==> config.mk <==
export PLATFORM = sky130hd
export DESIGN_NAME = uart_btn_tx
export DESIGN_NICKNAME = d
export VERILOG_FILES = /design/src/rtl/uart_pkg.sv /design/src/rtl/uart_tx_core.sv /design/src/rtl/uart_btn_tx.sv
export SDC_FILE = /design/constraint.sdc
export NUM_CORES = 1
export LEC_CHECK = 0
export CORE_UTILIZATION = 54
export CTS_BUF_LIST = sky130_fd_sc_hd__clkbuf_16
export DETAILED_ROUTE_END_ITERATION = 7
export PLACE_DENSITY = 0.82
export SLEW_MARGIN = 20
export SYNTH_ARGS = -nofsm -noshare
export SYNTH_HDL_FRONTEND = slang
export SYNTH_SLANG_ARGS = --single-unit
==> constraint.sdc <==
create_clock -name clk -period 2.1 [get_ports clk]
set_clock_uncertainty 0.05 [all_clocks]
set_input_delay 0.315 -clock clk [delete_from_list [all_inputs] [get_ports clk]]
set_output_delay 0.315 -clock clk [all_outputs]
set_load 0.01 [all_outputs]
==> src/rtl/uart_pkg.sv <==
// Shared UART definitions: transmitter state encoding, button ASCII bases and
// the bit-period helper used by the transmitter (and a future receiver).
package uart_pkg;

  typedef enum logic [1:0] {
    ST_IDLE  = 2'd0,
    ST_START = 2'd1,
    ST_DATA  = 2'd2,
    ST_STOP  = 2'd3
  } tx_state_e;

  localparam logic [7:0] ASCII_PRESS_BASE   = 8'h41;
  localparam logic [7:0] ASCII_RELEASE_BASE = 8'h61;

  // Bit period in clocks, rounded to nearest.
  function automatic int unsigned baud_div(input int unsigned clk_hz,
                                           input int unsigned baud);
    return (clk_hz + baud / 2) / baud;
  endfunction

endpackage

==> src/rtl/uart_tx_core.sv <==
// Bit-serial 8N1 transmitter: takes one byte per valid/ready handshake and
// shifts it out LSB first with a registered line output.
module uart_tx_core
  import uart_pkg::*;
#(
  parameter int unsigned DIV = 434
) (
  input  logic       clk,
  input  logic       rst_n,
  input  logic [7:0] data_i,
  input  logic       valid_i,
  output logic       ready_o,
  output logic       tx_o,
  output logic       busy_o
);

  localparam int CW = (DIV < 2) ? 1 : $clog2(DIV);

  generate
    if (DIV < 2) begin : g_bad_div
      $error("uart_tx_core: bit period DIV must be at least 2");
    end
  endgenerate

  tx_state_e     state_q;
  logic [CW-1:0] cnt_q;
  logic [2:0]    bit_q;
  logic [7:0]    shift_q;
  logic          tx_q;
  logic          last_tick;

  assign last_tick = (cnt_q == CW'(DIV - 1));
  // Accept a new byte at the end of the stop bit too, so frames run back-to-back.
  assign ready_o   = (state_q == ST_IDLE) || ((state_q == ST_STOP) && last_tick);
  assign tx_o      = tx_q;
  assign busy_o    = (state_q != ST_IDLE);

  always_ff @(posedge clk or negedge rst_n) begin
    if (!rst_n) begin
      state_q <= ST_IDLE;
      cnt_q   <= '0;
      bit_q   <= '0;
      shift_q <= '0;
      tx_q    <= 1'b1;
    end else begin
      case (state_q)
        ST_IDLE: begin
          tx_q <= 1'b1;
          if (valid_i) begin
            shift_q <= data_i;
            cnt_q   <= '0;
            tx_q    <= 1'b0;
            state_q <= ST_START;
          end
        end
        ST_START: begin
          if (last_tick) begin
            cnt_q   <= '0;
            bit_q   <= '0;
            tx_q    <= shift_q[0];
            state_q <= ST_DATA;
          end else begin
            cnt_q <= cnt_q + 1'b1;
          end
        end
        ST_DATA: begin
          if (last_tick) begin
            cnt_q <= '0;
            if (bit_q == 3'd7) begin
              tx_q    <= 1'b1;
              state_q <= ST_STOP;
            end else begin
              bit_q   <= bit_q + 3'd1;
              tx_q    <= shift_q[1];
              shift_q <= {1'b0, shift_q[7:1]};
            end
          end else begin
            cnt_q <= cnt_q + 1'b1;
          end
        end
        ST_STOP: begin
          if (last_tick) begin
            cnt_q <= '0;
            if (valid_i) begin
              shift_q <= data_i;
              tx_q    <= 1'b0;
              state_q <= ST_START;
            end else begin
              state_q <= ST_IDLE;
            end
          end else begin
            cnt_q <= cnt_q + 1'b1;
          end
        end
        default: begin
          state_q <= ST_IDLE;
          tx_q    <= 1'b1;
        end
      endcase
    end
  end

endmodule

==> src/rtl/uart_btn_tx.sv <==
// Button event logger: press/release flags become ASCII characters ('A'..'D',
// 'a'..'d') queued through a pending register and FIFO onto a UART TX line.
module uart_btn_tx
  import uart_pkg::*;
#(
  parameter int unsigned CLK_HZ     = 50000000,
  parameter int unsigned BAUD       = 115200,
  parameter int unsigned FIFO_DEPTH = 4
) (
  input  logic       clk,
  input  logic       rst_n,
  input  logic [3:0] i_flag_btn_down,
  input  logic [3:0] i_flag_btn_up,
  output logic       o_tx,
  output logic       o_busy,
  output logic       o_overflow
);

  localparam int unsigned DIV = baud_div(CLK_HZ, BAUD);
  localparam int AW = (FIFO_DEPTH < 2) ? 1 : $clog2(FIFO_DEPTH);

  generate
    if ((FIFO_DEPTH < 2) || ((FIFO_DEPTH & (FIFO_DEPTH - 1)) != 0)) begin : g_bad_depth
      $error("uart_btn_tx: FIFO_DEPTH must be a power of two, at least 2");
    end
  endgenerate

  logic [7:0]  pend_q, pend_d;
  logic        ovf_q, ovf_d;
  logic [7:0]  flags;
  logic [7:0]  clr_mask;
  logic        pick_valid;
  logic [2:0]  pick_idx;
  logic [7:0]  push_code;
  logic        push;

  logic [7:0]  mem [FIFO_DEPTH];
  logic [AW:0] wr_ptr_q, rd_ptr_q;
  logic        fifo_full, fifo_empty;
  logic        pop;
  logic        core_ready, core_busy;

  assign flags = {i_flag_btn_up, i_flag_btn_down};

  // Lowest set pending bit wins: presses before releases, lower button first.
  always_comb begin
    pick_valid = 1'b0;
    pick_idx   = '0;
    for (int i = 7; i >= 0; i--) begin
      if (pend_q[i]) begin
        pick_valid = 1'b1;
        pick_idx   = 3'(i);
      end
    end
  end

  assign push      = pick_valid && !fifo_full;
  assign clr_mask  = push ? (8'b1 << pick_idx) : 8'b0;
  assign push_code = pick_idx[2] ? (ASCII_RELEASE_BASE + {6'b0, pick_idx[1:0]})
                                 : (ASCII_PRESS_BASE + {6'b0, pick_idx[1:0]});

  // A flag landing on a bit that is being drained this cycle simply re-arms it.
  assign pend_d = (pend_q & ~clr_mask) | flags;
  assign ovf_d  = |(flags & pend_q & ~clr_mask);

  always_ff @(posedge clk or negedge rst_n) begin
    if (!rst_n) begin
      pend_q <= '0;
      ovf_q  <= 1'b0;
    end else begin
      pend_q <= pend_d;
      ovf_q  <= ovf_d;
    end
  end

  assign fifo_empty = (wr_ptr_q == rd_ptr_q);
  assign fifo_full  = (wr_ptr_q[AW] != rd_ptr_q[AW]) &&
                      (wr_ptr_q[AW-1:0] == rd_ptr_q[AW-1:0]);
  assign pop        = core_ready && !fifo_empty;

  always_ff @(posedge clk) begin
    if (push) begin
      mem[wr_ptr_q[AW-1:0]] <= push_code;
    end
  end

  always_ff @(posedge clk or negedge rst_n) begin
    if (!rst_n) begin
      wr_ptr_q <= '0;
      rd_ptr_q <= '0;
    end else begin
      if (push) wr_ptr_q <= wr_ptr_q + 1'b1;
      if (pop)  rd_ptr_q <= rd_ptr_q + 1'b1;
    end
  end

  uart_tx_core #(
    .DIV (DIV)
  ) u_tx_core (
    .clk     (clk),
    .rst_n   (rst_n),
    .data_i  (mem[rd_ptr_q[AW-1:0]]),
    .valid_i (!fifo_empty),
    .ready_o (core_ready),
    .tx_o    (o_tx),
    .busy_o  (core_busy)
  );

  assign o_busy     = core_busy || !fifo_empty || (pend_q != 8'b0);
  assign o_overflow = ovf_q;

endmodule

==> results of run 1 <==
## sequential cells by signal, indices dropped and copies added, names as in the netlist
signal and count:
mem 16, o_overflow 1, pend_q 8, rd_ptr_q 3, u_tx_core.bit_q 3, u_tx_core.cnt_q 9
u_tx_core.shift_q 7, u_tx_core.state_q 2, u_tx_core.tx_o 1, wr_ptr_q 3
## logic make-up after synthesis
| family | after synthesis |
|---|---|
| buffers and inverters | 21 |
| adder cells (fa/ha/maj) | 16 |
| AO/OA/AOI/OAI | 71 |
| flip-flops | 53 |
| AND/OR/NAND/NOR | 79 |
| multiplexers | 7 |
| XOR/XNOR | 11 |
## cell type report
cell class	instances	area, sq um	area share (%)
sequential	53	1410	40.4
timing repair buffer	41	332	9.53
inverter	13	48.8	1.40
multi-input combinational	184	1430	41.1
clock inverter	3	50.0	1.44
clock buffer	5	125	3.59
tap	70	87.6	2.52
## how the worst max path moves through the flow
| stage | start | end | slack [ns] | cells past startpoint |
|---|---|---|---|---|
| floorplan | u_tx_core.cnt_q[6] | u_tx_core.state_q[1] | 0.10 | 5 |
| global placement | u_tx_core.state_q[1] | o_busy | 0.07 | 6 |
| detailed placement | u_tx_core.state_q[1] | o_busy | -0.05 | 6 |
| CTS | rd_ptr_q[2] | o_busy | 0.02 | 4 |
| global route | u_tx_core.state_q[1] | o_busy | -0.02 | 6 |
| finish | rd_ptr_q[2] | o_busy | 0.05 | 4 |
## repair_timing
action	CTS	global route
pin swaps	1	0
resized for setup	3	2
endpoints found under the setup margin	1	3
## Yosys cell counts (3+ instances only)
cell type  instances
dfrtp_1           36
edfxtp_1          16
ha_1              16
o21ai_0           15
nand2_1           14
inv_1             13
nand3_1           12
nor2_1            12
a21o_1            10
nor3_1             8
a21oi_1            7
a22o_1             7
or2_2              6
xor2_1             6
o22ai_1            5
xnor2_1            5
and3_1             4
mux4_2             4
nand4_1            4
nor4_1             4
o221a_2            4
a22oi_1            3
clkbuf_8           3
nand2b_1           3
o31ai_1            3
## power groups by stage
stage,Sequential [uW],Combinational (uW),Clock (uW)
final,1350,705,960
after global routing,1360,773,1010
after CTS,1350,708,977
after detailed placement,1370,676,0
after global placement,1360,644,0
after floorplan,1360,411,0
## cell usage in the layout (no fill, tap or decap), types with 2 or more instances in the layout
cell type	count
o21a_1	2
mux2_2	2
ha_1	15
clkdlybuf4s50_1	10
o221a_2	4
mux4_2	4
or2_2	6
a21o_1	10
xor2_1	6
nand2_1	14
nand4_1	4
nand2b_1	3
edfxtp_1	16
dfrtp_1	36
nor2b_1	2
nor4_1	3
xnor2_1	5
nand3_1	12
nor3_1	8
o21ai_0	15
a211oi_1	2
a22oi_1	3
and3_1	4
o31ai_1	3
a31oi_1	2
inv_1	13
clkbuf_16	5
nor2_1	12
buf_4	29
a22o_1	7
a21oi_1	7
o22ai_1	5
## layer usage
layer | part of all wire [%] | global-route usage [%] | vias to the layer above
li1 | - | - | 1044
met1 | 44 | 33.3 | 1089
met2 | 50 | 39.4 | 66
met3 | 4.4 | 4.37 | 6
met4 | 0.97 | 6.58 | 0
met5 | 0 | 0 | -
## metrics by stage
stage | area [sq um] | hold slack, ns | cells | setup slack [ns] | total power, uW
2_1_floorplan | 2940 | -0.0306 | 258 | 0.103 | 1770
3_5_place_dp | 3290 | 0.421 | 361 | -0.0519 | 2050
6_report | 3480 | 0.0715 | 369 | 0.0505 | 3010
5_1_grt | 3480 | 0.144 | 369 | -0.0155 | 3140
3_3_place_gp | 3290 | 0.411 | 361 | 0.0694 | 2000
4_1_cts | 3470 | 0.105 | 369 | 0.0241 | 3030
## worst max-delay path, cell delays in order, from the launching register on
cell and delay [ns]:
dfrtp_1 0.42, xor2_1 0.23, nor4_4 0.32, nand3_1 0.12
dlygate4sd2_1 0.31
==> results.yml, run 1 <==
synth:
  synth.area.mux_share_pct: 4.33
  synth_top_area_share_pct: 30.6
  synth-edff-count: 16
  syn-cell-area_sq_um: 2940
  synthesis.nets: 284
  synth_cell_types: 56
  synth_ff_type: "dfrtp_1"
  synth_top_area_cell: "dfrtp_1"
  synth_top_family_by_area: "compound AO/OA/AOI/OAI gates"
  synthSimpleGateAreaFrac_pct: 15.4
  ys_warn_count: 0
  synthCells: 258
  synth_fa_ha_area_share_pct: 6.80
  synth_xor_area_share_pct: 3.27
  ys_ff_latch: 53
  postSynth.asyncResetShare_pct: 69.8
  syn-mean-instance-area_sq_um: 11.4
  synth_compound_area_share_pct: 18.1
  yosys-top-cells-area: "dfrtp_1 (31%), edfxtp_1 (16%), ha_1 (6.8%)"
  yosysSeqAreaShare_pct: 47.8
setup_path:
  regToRegEndpoint: "u_tx_core.shift_q[2]"
  critPathKind: "flip-flop to primary output"
  worstPathRequired_ns: 1.74
  rr_startpoint: "rd_ptr_q[0]"
  rr_worst_depth: 5
  end_kind: "primary output"
  ff2ff_setup_slack_ns: 0.09
  critPathArrivalTime_ns: 1.68
  cp_max_fo: 3
  critPathLaunchType: "flip-flop"
clock_tree:
  cts_inserted_buffers: 5
  worst_skew_pair.late_latency_ns: 0.29
  holdBufCountCts: 0
  clockBufferDepth: 2
  htreeDepth: 2
  cts-root-buf: "clkbuf_16"
  cts_tree: "built"
  clkSlewWorstSetupHoldPaths_ns: 0.07
  cts_setup_buffers: 0
  clock-sinks: 53
cells_and_area:
  nFillCells: 372
  num-nets-final: 324
  drive_gt1_share_pct: 23.1
  antenna_cells: 0
  area_growth_pct: 18.2
  fin_util_pct: 67.3
die:
  io-pin-count: 13
  dieArea_sq_um: 5750
  die_x_microns: 75.8
  start_util_pct: 56.9
  rows: 26
  core-area_sq_um: 5170
  fp.dieH_microns: 75.8
drt:
  detail_route.first_pass.iterations: 5
  drc_errors: 0
  routed_via_density: 5.98
  dr.first_iter.drc_count: 149
  ant_nets: 0
  routedWlPerCell_microns: 17.1
  routed_wl_microns: 6300
  route.vias.total: 2205
run_status:
  outcome: "completed"
grt:
  grt_pass1_wl_microns: 10200
  antenna_found_initial: 0
  grt_pass1_vias: 2120
  grt_usage_pct: 24.1
  grt_max_degree: 38
  grt-ovfl-total: 0
sta:
  hold_viol_final: 0
  grt_setup_unrepaired: "true"
  fin_crit_ns: 2.05
  slew_violations: 0
  slew_headroom_pct: 44.8
  tns_ns: 0
  setup-violations-final: 0
  worst_pin_slew_ns: 0.828
  period_share_pct: 97.6
  fmax_ghz: 0.488
power_and_ir_drop:
  comb_power_share_pct: 23.4
  seqPwrFrac_pct: 44.7
  cellLeakagePower_uw: 0.00143
  p_int_uw: 2140
  power_density_nw_per_um2: 865
  pwr-share-clk_pct: 31.9
  p_sw_share_pct: 29.1
  ir_worst_vdd_mv: 0.461
  power_switching_uw: 876
place:
  post-dp-hpwl_microns: 4400
  io_buffers: 12
  gp_congestion: 0.850
min_path:
  min_path_type: "input port to async pin"
flow_run:
  max-cap-violations: 0
(Power assumes the default switching activity.)
==> inputs of run 2 (changes only) <==
- CORE_UTILIZATION: 54 -> 55
- PLACE_DENSITY: 0.82 -> 0.8
- clock period: 2.1 -> 2.5 ns (I/O delays scaled with it)
==> run 2 against run 1 <==
Wire length shrank 8.8%. Combinational power shrank 32%. Via count shrank 4.8%. Final cell count shrank 6.0%. Non-clock buffer count shrank 22. Clock power shrank 31%.
==> results.yml, run 2 (synthesis gave the netlist of run 1 again) <==
run_status:
  outcome: "completed"
sta:
  fin_crit_ns: 2.17
  slew_violations: 0
  tns_ns: 0
  hold_viol_final: 0
  worst_pin_slew_ns: 0.848
  fmax_ghz: 0.460
  setup-violations-final: 0
  grt_setup_unrepaired: "false"
  period_share_pct: 87.0
  slew_headroom_pct: 43.5
power_and_ir_drop:
  cellLeakagePower_uw: 0.00130
  power_uw: 2290
  power_density_nw_per_um2: 698
  ir_worst_vdd_mv: 0.399
place:
  io_buffers: 12
  post-dp-hpwl_microns: 4060
  gp_congestion: 0.793
die:
  dieArea_sq_um: 5650
  io-pin-count: 13
  start_util_pct: 57.3
  core-area_sq_um: 5140
  fp.dieH_microns: 75.2
  die_x_microns: 75.2
  rows: 26
grt:
  met3_usage_pct: 4.69
  grt_pass1_wl_microns: 9570
  grt-ovfl-total: 0
  grt_pass1_vias: 1997
  grt_usage_pct: 23.1
  use_met1_pct: 32.6
  grt_use_met2_pct: 35.6
  antenna_found_initial: 0
  grt_max_degree: 38
  grt.busiest_layer: "met2"
flow_run:
  max-cap-violations: 0
clock_tree:
  clock-sinks: 53
  cts_inserted_buffers: 5
  cts-root-buf: "clkbuf_16"
  cts_tree: "built"
  htreeDepth: 2
  worst_skew_pair.late_latency_ns: 0.29
  cts_setup_buffers: 0
  clkSlewWorstSetupHoldPaths_ns: 0.07
  clockBufferDepth: 2
cells_and_area:
  nFillCells: 424
  num-nets-final: 302
  fin_util_pct: 63.9
  layout_common_cells: "dfrtp_1 (36), ha_1 (16), edfxtp_1 (16)"
  largest_reg_flops: 16
  area_growth_pct: 11.6
  mostFrequentLayoutCell: "dfrtp_1"
  drive_gt1_share_pct: 16.2
  antenna_cells: 0
setup_path:
  end_kind: "flip-flop"
  cp_max_fo: 6
  rr_worst_depth: 4
  critPathKind: "flip-flop to flip-flop"
  rr_startpoint: "u_tx_core.cnt_q[6]"
  ff2ff_setup_slack_ns: 0.33
  critPathLaunchType: "flip-flop"
  regToRegEndpoint: "u_tx_core.state_q[1]"
  worstPathRequired_ns: 2.63
  startpoint: "u_tx_core.cnt_q[6]"
  critPathArrivalTime_ns: 2.30
drt:
  routedWlPerCell_microns: 16.6
  dr.first_iter.drc_count: 124
  detail_route.first_pass.iterations: 4
  ant_nets: 0
  route.vias.total: 2100
  drc_errors: 0
  routed_via_density: 6.05
  routed_wl_microns: 5740
min_path:
  min_path_type: "input port to async pin"
[run 2: routing by layer]
metal  vias up  share of wire, %
li1       1004                 -
met1      1035                46
met2        51                49
met3        10               3.3
met4         0               1.8
met5         -                 0
[run 2: worst max-delay path by stage]
| stage | endpoint |
|---|---|
| 2_1_floorplan | u_tx_core.state_q[1] |
| 3_3_place_gp | o_busy |
| 3_5_place_dp | o_busy |
| 4_1_cts | o_busy |
| 5_1_grt | u_tx_core.state_q[1] |
| 6_report | u_tx_core.state_q[1] |
[run 2: power breakdown]
part	total [uW]	internal, uW	switching, uW
sequential	1150	1070	84.0
combinational	478	181	297
clock	663	364	299
[run 2: worst max-delay path, cell delays in order, from the launching register on]
cell and delay (ns):
dfrtp_1 0.46, or4b_1 0.73, o31ai_4 0.29, and3_4 0.23, mux2_4 0.30
[run 2: layout make-up]
class / instances / area, sq um / share of cell area (%)
flip-flops and latches: 53 / 1410 / 42.8
well taps: 70 / 87.6 / 2.67
clock buffers: 5 / 125 / 3.81
inverters: 13 / 48.8 / 1.49
multi-input cells: 184 / 1430 / 43.6
repair buffers: 19 / 170 / 5.18
clock inverters: 3 / 15.0 / 0.457
[run 2: metrics by stage]
| step | setup slack [ns] | instances | area [sq um] | hold slack, ns |
|---|---|---|---|---|
| 3_3_place_gp | 0.290 | 339 | 3120 | 0.461 |
| 4_1_cts | 0.0517 | 347 | 3270 | 0.165 |
| 2_1_floorplan | 0.503 | 258 | 2940 | 0.0294 |
| 5_1_grt | 0.274 | 347 | 3290 | 0.199 |
| 6_report | 0.326 | 347 | 3290 | 0.129 |
| 3_5_place_dp | 0.219 | 339 | 3120 | 0.473 |
[run 2: timing repair]
item	4_1_cts	5_1_grt
setup endpoints to repair	1	1
resized for setup	1	4
pin swaps	1	0
hold buffers	0	0
==> inputs of run 3 (changes only) <==
- GPL_ROUTABILITY_DRIVEN: default -> 0
- SYNTH_HIERARCHICAL: default -> 1
==> run 3 against run 2 <==
Worst setup slack improved by 0.017 ns. Sequential share of layout area fell by 0.67 points. Highest routed layer unchanged. Utilization rose by 1.7 points. Critical path type is now flip-flop to primary output. Critical path depth did not move. Count of clock-buffer cells in the layout did not move. Flip-flop and latch count rose by 1. Critical endpoint is now o_busy. Die area rose by 2.3%. Via count fell by 3.9%. Combinational power fell by 85%. Sequential power fell by 20%.
==> results.yml, run 3 <==
drt:
  ant_nets: 0
  drc_errors: 0
  route.vias.total: 2018
  routed_via_density: 5.72
  detail_route.first_pass.iterations: 4
  routedWlPerCell_microns: 15.5
  routed_wl_microns: 5480
  dr.first_iter.drc_count: 85
synth:
  synth_top_area_cell: "dfrtp_1"
  synth_cell_types: 60
  postSynth.asyncResetShare_pct: 70.4
  ys_ff_latch: 54
  syn-cell-area_sq_um: 3010
  synth-edff-count: 16
  yosysSeqAreaShare_pct: 47.5
  ys_warn_count: 6
  synth_top_area_share_pct: 30.7
  yosys-top-cells-area: "dfrtp_1 (31%), edfxtp_1 (16%), ha_1 (6.6%)"
  synth_ff_type: "dfrtp_1"
  yosysMostFrequentCell: "dfrtp_1"
  synth_common_cells: "dfrtp_1 (37), nand2_1 (23), edfxtp_1 (16), ha_1 (16)"
  syn-mean-instance-area_sq_um: 11.6
  synthCells: 260
cells_and_area:
  instances_no_fill: 353
  antenna_cells: 0
  area_growth_pct: 13.4
  largest_reg_flops: 16
  mostFrequentLayoutCell: "dfrtp_1"
  drive_gt1_share_pct: 23.7
  num-nets-final: 308
  layout_common_cells: "dfrtp_1 (30), nand2_1 (22), ha_1 (16), edfxtp_1 (16)"
clock_tree:
  htreeDepth: 2
  clkSlewWorstSetupHoldPaths_ns: 0.07
  cts_inserted_buffers: 5
  cts-root-buf: "clkbuf_16"
  clockBufferDepth: 2
  cts_tree: "built"
  clock-sinks: 54
  worst_skew_pair.late_latency_ns: 0.30
setup_path:
  cp_max_fo: 6
  critPathTopFamily: "simple AND/OR/NAND/NOR gates"
  cp.depth: 4
  critPathLaunchType: "flip-flop"
  end_kind: "primary output"
  path_cells: "nor4_4, nand2_2, or3_1, dlymetal6s2s_1"
  cp_slowest_stage_delay_ns: 0.44
  critPathArrivalTime_ns: 1.73
  rr_worst_depth: 8
  critPathBufInv: 1
  slowest_stage: "dfrtp_2"
  worstPathRequired_ns: 2.08
  critPathKind: "flip-flop to primary output"
power_and_ir_drop:
  power_switching_uw: 376
  cellLeakagePower_uw: 0.00145
  comb_power_share_pct: 4.1
  ir_worst_vdd_mv: 0.342
  pwr-share-clk_pct: 42.0
  p_int_uw: 1330
  power_density_nw_per_um2: 499
  seqPwrFrac_pct: 53.9
  p_sw_share_pct: 22.0
run_status:
  outcome: "completed"
grt:
  grt_pass1_wl_microns: 9180
  grt_max_degree: 39
  grt_pass1_vias: 1946
  antenna_found_initial: 0
  grt-ovfl-total: 0
  grt_usage_pct: 20.3
flow_run:
  max-cap-violations: 0
die:
  core-area_sq_um: 5200
  die_x_microns: 76.0
  fp.dieH_microns: 76.0
  io-pin-count: 13
  dieArea_sq_um: 5780
  start_util_pct: 57.9
  rows: 26
min_path:
  min_path_type: "input port to async pin"
sta:
  slew_headroom_pct: 40.8
  fin_crit_ns: 2.16
  fmax_ghz: 0.464
  worst_pin_slew_ns: 0.889
  period_share_pct: 86.3
  setup-violations-final: 0
  hold_viol_final: 0
  slew_violations: 0
  tns_ns: 0
  grt_setup_unrepaired: "false"
place:
  dp_cells: 340
  post-dp-hpwl_microns: 3880
  io_buffers: 12
## run 3: cell count changes in the layout (fill, tap and decap cells not counted), moves of 5 or more
cell	delta
or2_2	-5
nand2_1	+8
dfrtp_2	+7
dfrtp_1	-6
mux2_2	+13
nand3_1	-5
## run 3: cells by family after synthesis
family	count (synthesis)	synth area share, %
AOI/OAI and AO/OA	55	14.2
xor gates and xnor gates	7	2.28
adders and majority gates	16	6.64
buffers and inverters	21	3.24
DFF	54	47.5
muxes	22	10.2
other	2	0.249
and+or+nand+nor	83	15.6
## run 3: repair_timing
action / 4_1_cts / 5_1_grt
hold buffers: 0 / 0
resized for setup: 7 / 4
buffers inserted: 2 / 3
pin swaps: 1 / 1
endpoints found under the hold margin: 0 / 0
setup endpoints to repair: 1 / 1
gates cloned: 0 / 0
## run 3: power groups by stage
| stage | sequential, uW | combinational, uW | clock (uW) |
|---|---|---|---|
| 2_1_floorplan | 938 | 26.3 | 0 |
| 4_1_cts | 921 | 62.1 | 743 |
| 3_3_place_gp | 938 | 60.7 | 0 |
| 5_1_grt | 920 | 78.6 | 769 |
| 6_report | 919 | 70.2 | 717 |
| 3_5_place_dp | 939 | 61.6 | 0 |
## run 3: path summary, 6_finish.rpt
path                                 startpoint                   end  slack (ns)
min                                       rst_n  u_tx_core/shift_q[4]        0.15
max reg2reg                         rd_ptr_q[1]    u_tx_core/cnt_q[6]        0.42
max in group asynchronous                 rst_n             pend_q[1]        1.63
max                                   pend_q[1]                o_busy        0.34
min in group clk           u_tx_core/shift_q[7]  u_tx_core/shift_q[7]        0.44
min reg2reg                u_tx_core/shift_q[7]  u_tx_core/shift_q[7]        0.44
## run 3: cell type report
| type | instances | area [sq um] |
|---|---|---|
| Clock buffer | 5 | 125 |
| Clock inverter | 3 | 28.8 |
| Fill cell | 384 | 1790 |
| Inverter | 15 | 56.3 |
| Multi-Input combinational cell | 187 | 1510 |
| Sequential cell | 54 | 1440 |
| Tap cell | 70 | 87.6 |
| Timing Repair Buffer | 19 | 170 |
## run 3: worst reg2reg max path, stage by stage, from the launching register on
cell and delay [ns]:
dfrtp_2 0.47, xor2_1 0.22, nor2_1 0.08, nand2_1 0.09, buf_4 0.15, nand2b_1 0.27, o211ai_2 0.25, nor4_1 0.33
a21o_1 0.12
## run 3: routing by layer
metal  part of all wire [%]  vias to the layer above  global-route usage [%]  routed length, microns
met2                     50                       33                    35.0                    2760
met1                     45                      980                    24.9                    2480
li1                       -                      997                       -                       -
met5                      0                        -                       0                       0
met3                    2.8                        8                    4.43                     155
met4                    1.7                        0                    7.69                      91
## run 3: per-stage QoR
step	total power (uW)	area, sq um	hold WS (ns)	worst slack (ns)	utilization [%]
finish	1710	3420	0.147	0.343	65.7
global route	1770	3420	0.218	0.224	65.7
CTS	1730	3390	0.179	0.00511	65.1
detailed placement	1000	3200	0.432	0.190	61.4
global placement	999	3200	0.426	0.281	61.4
floorplan	964	3020	0.0294	0.613	-
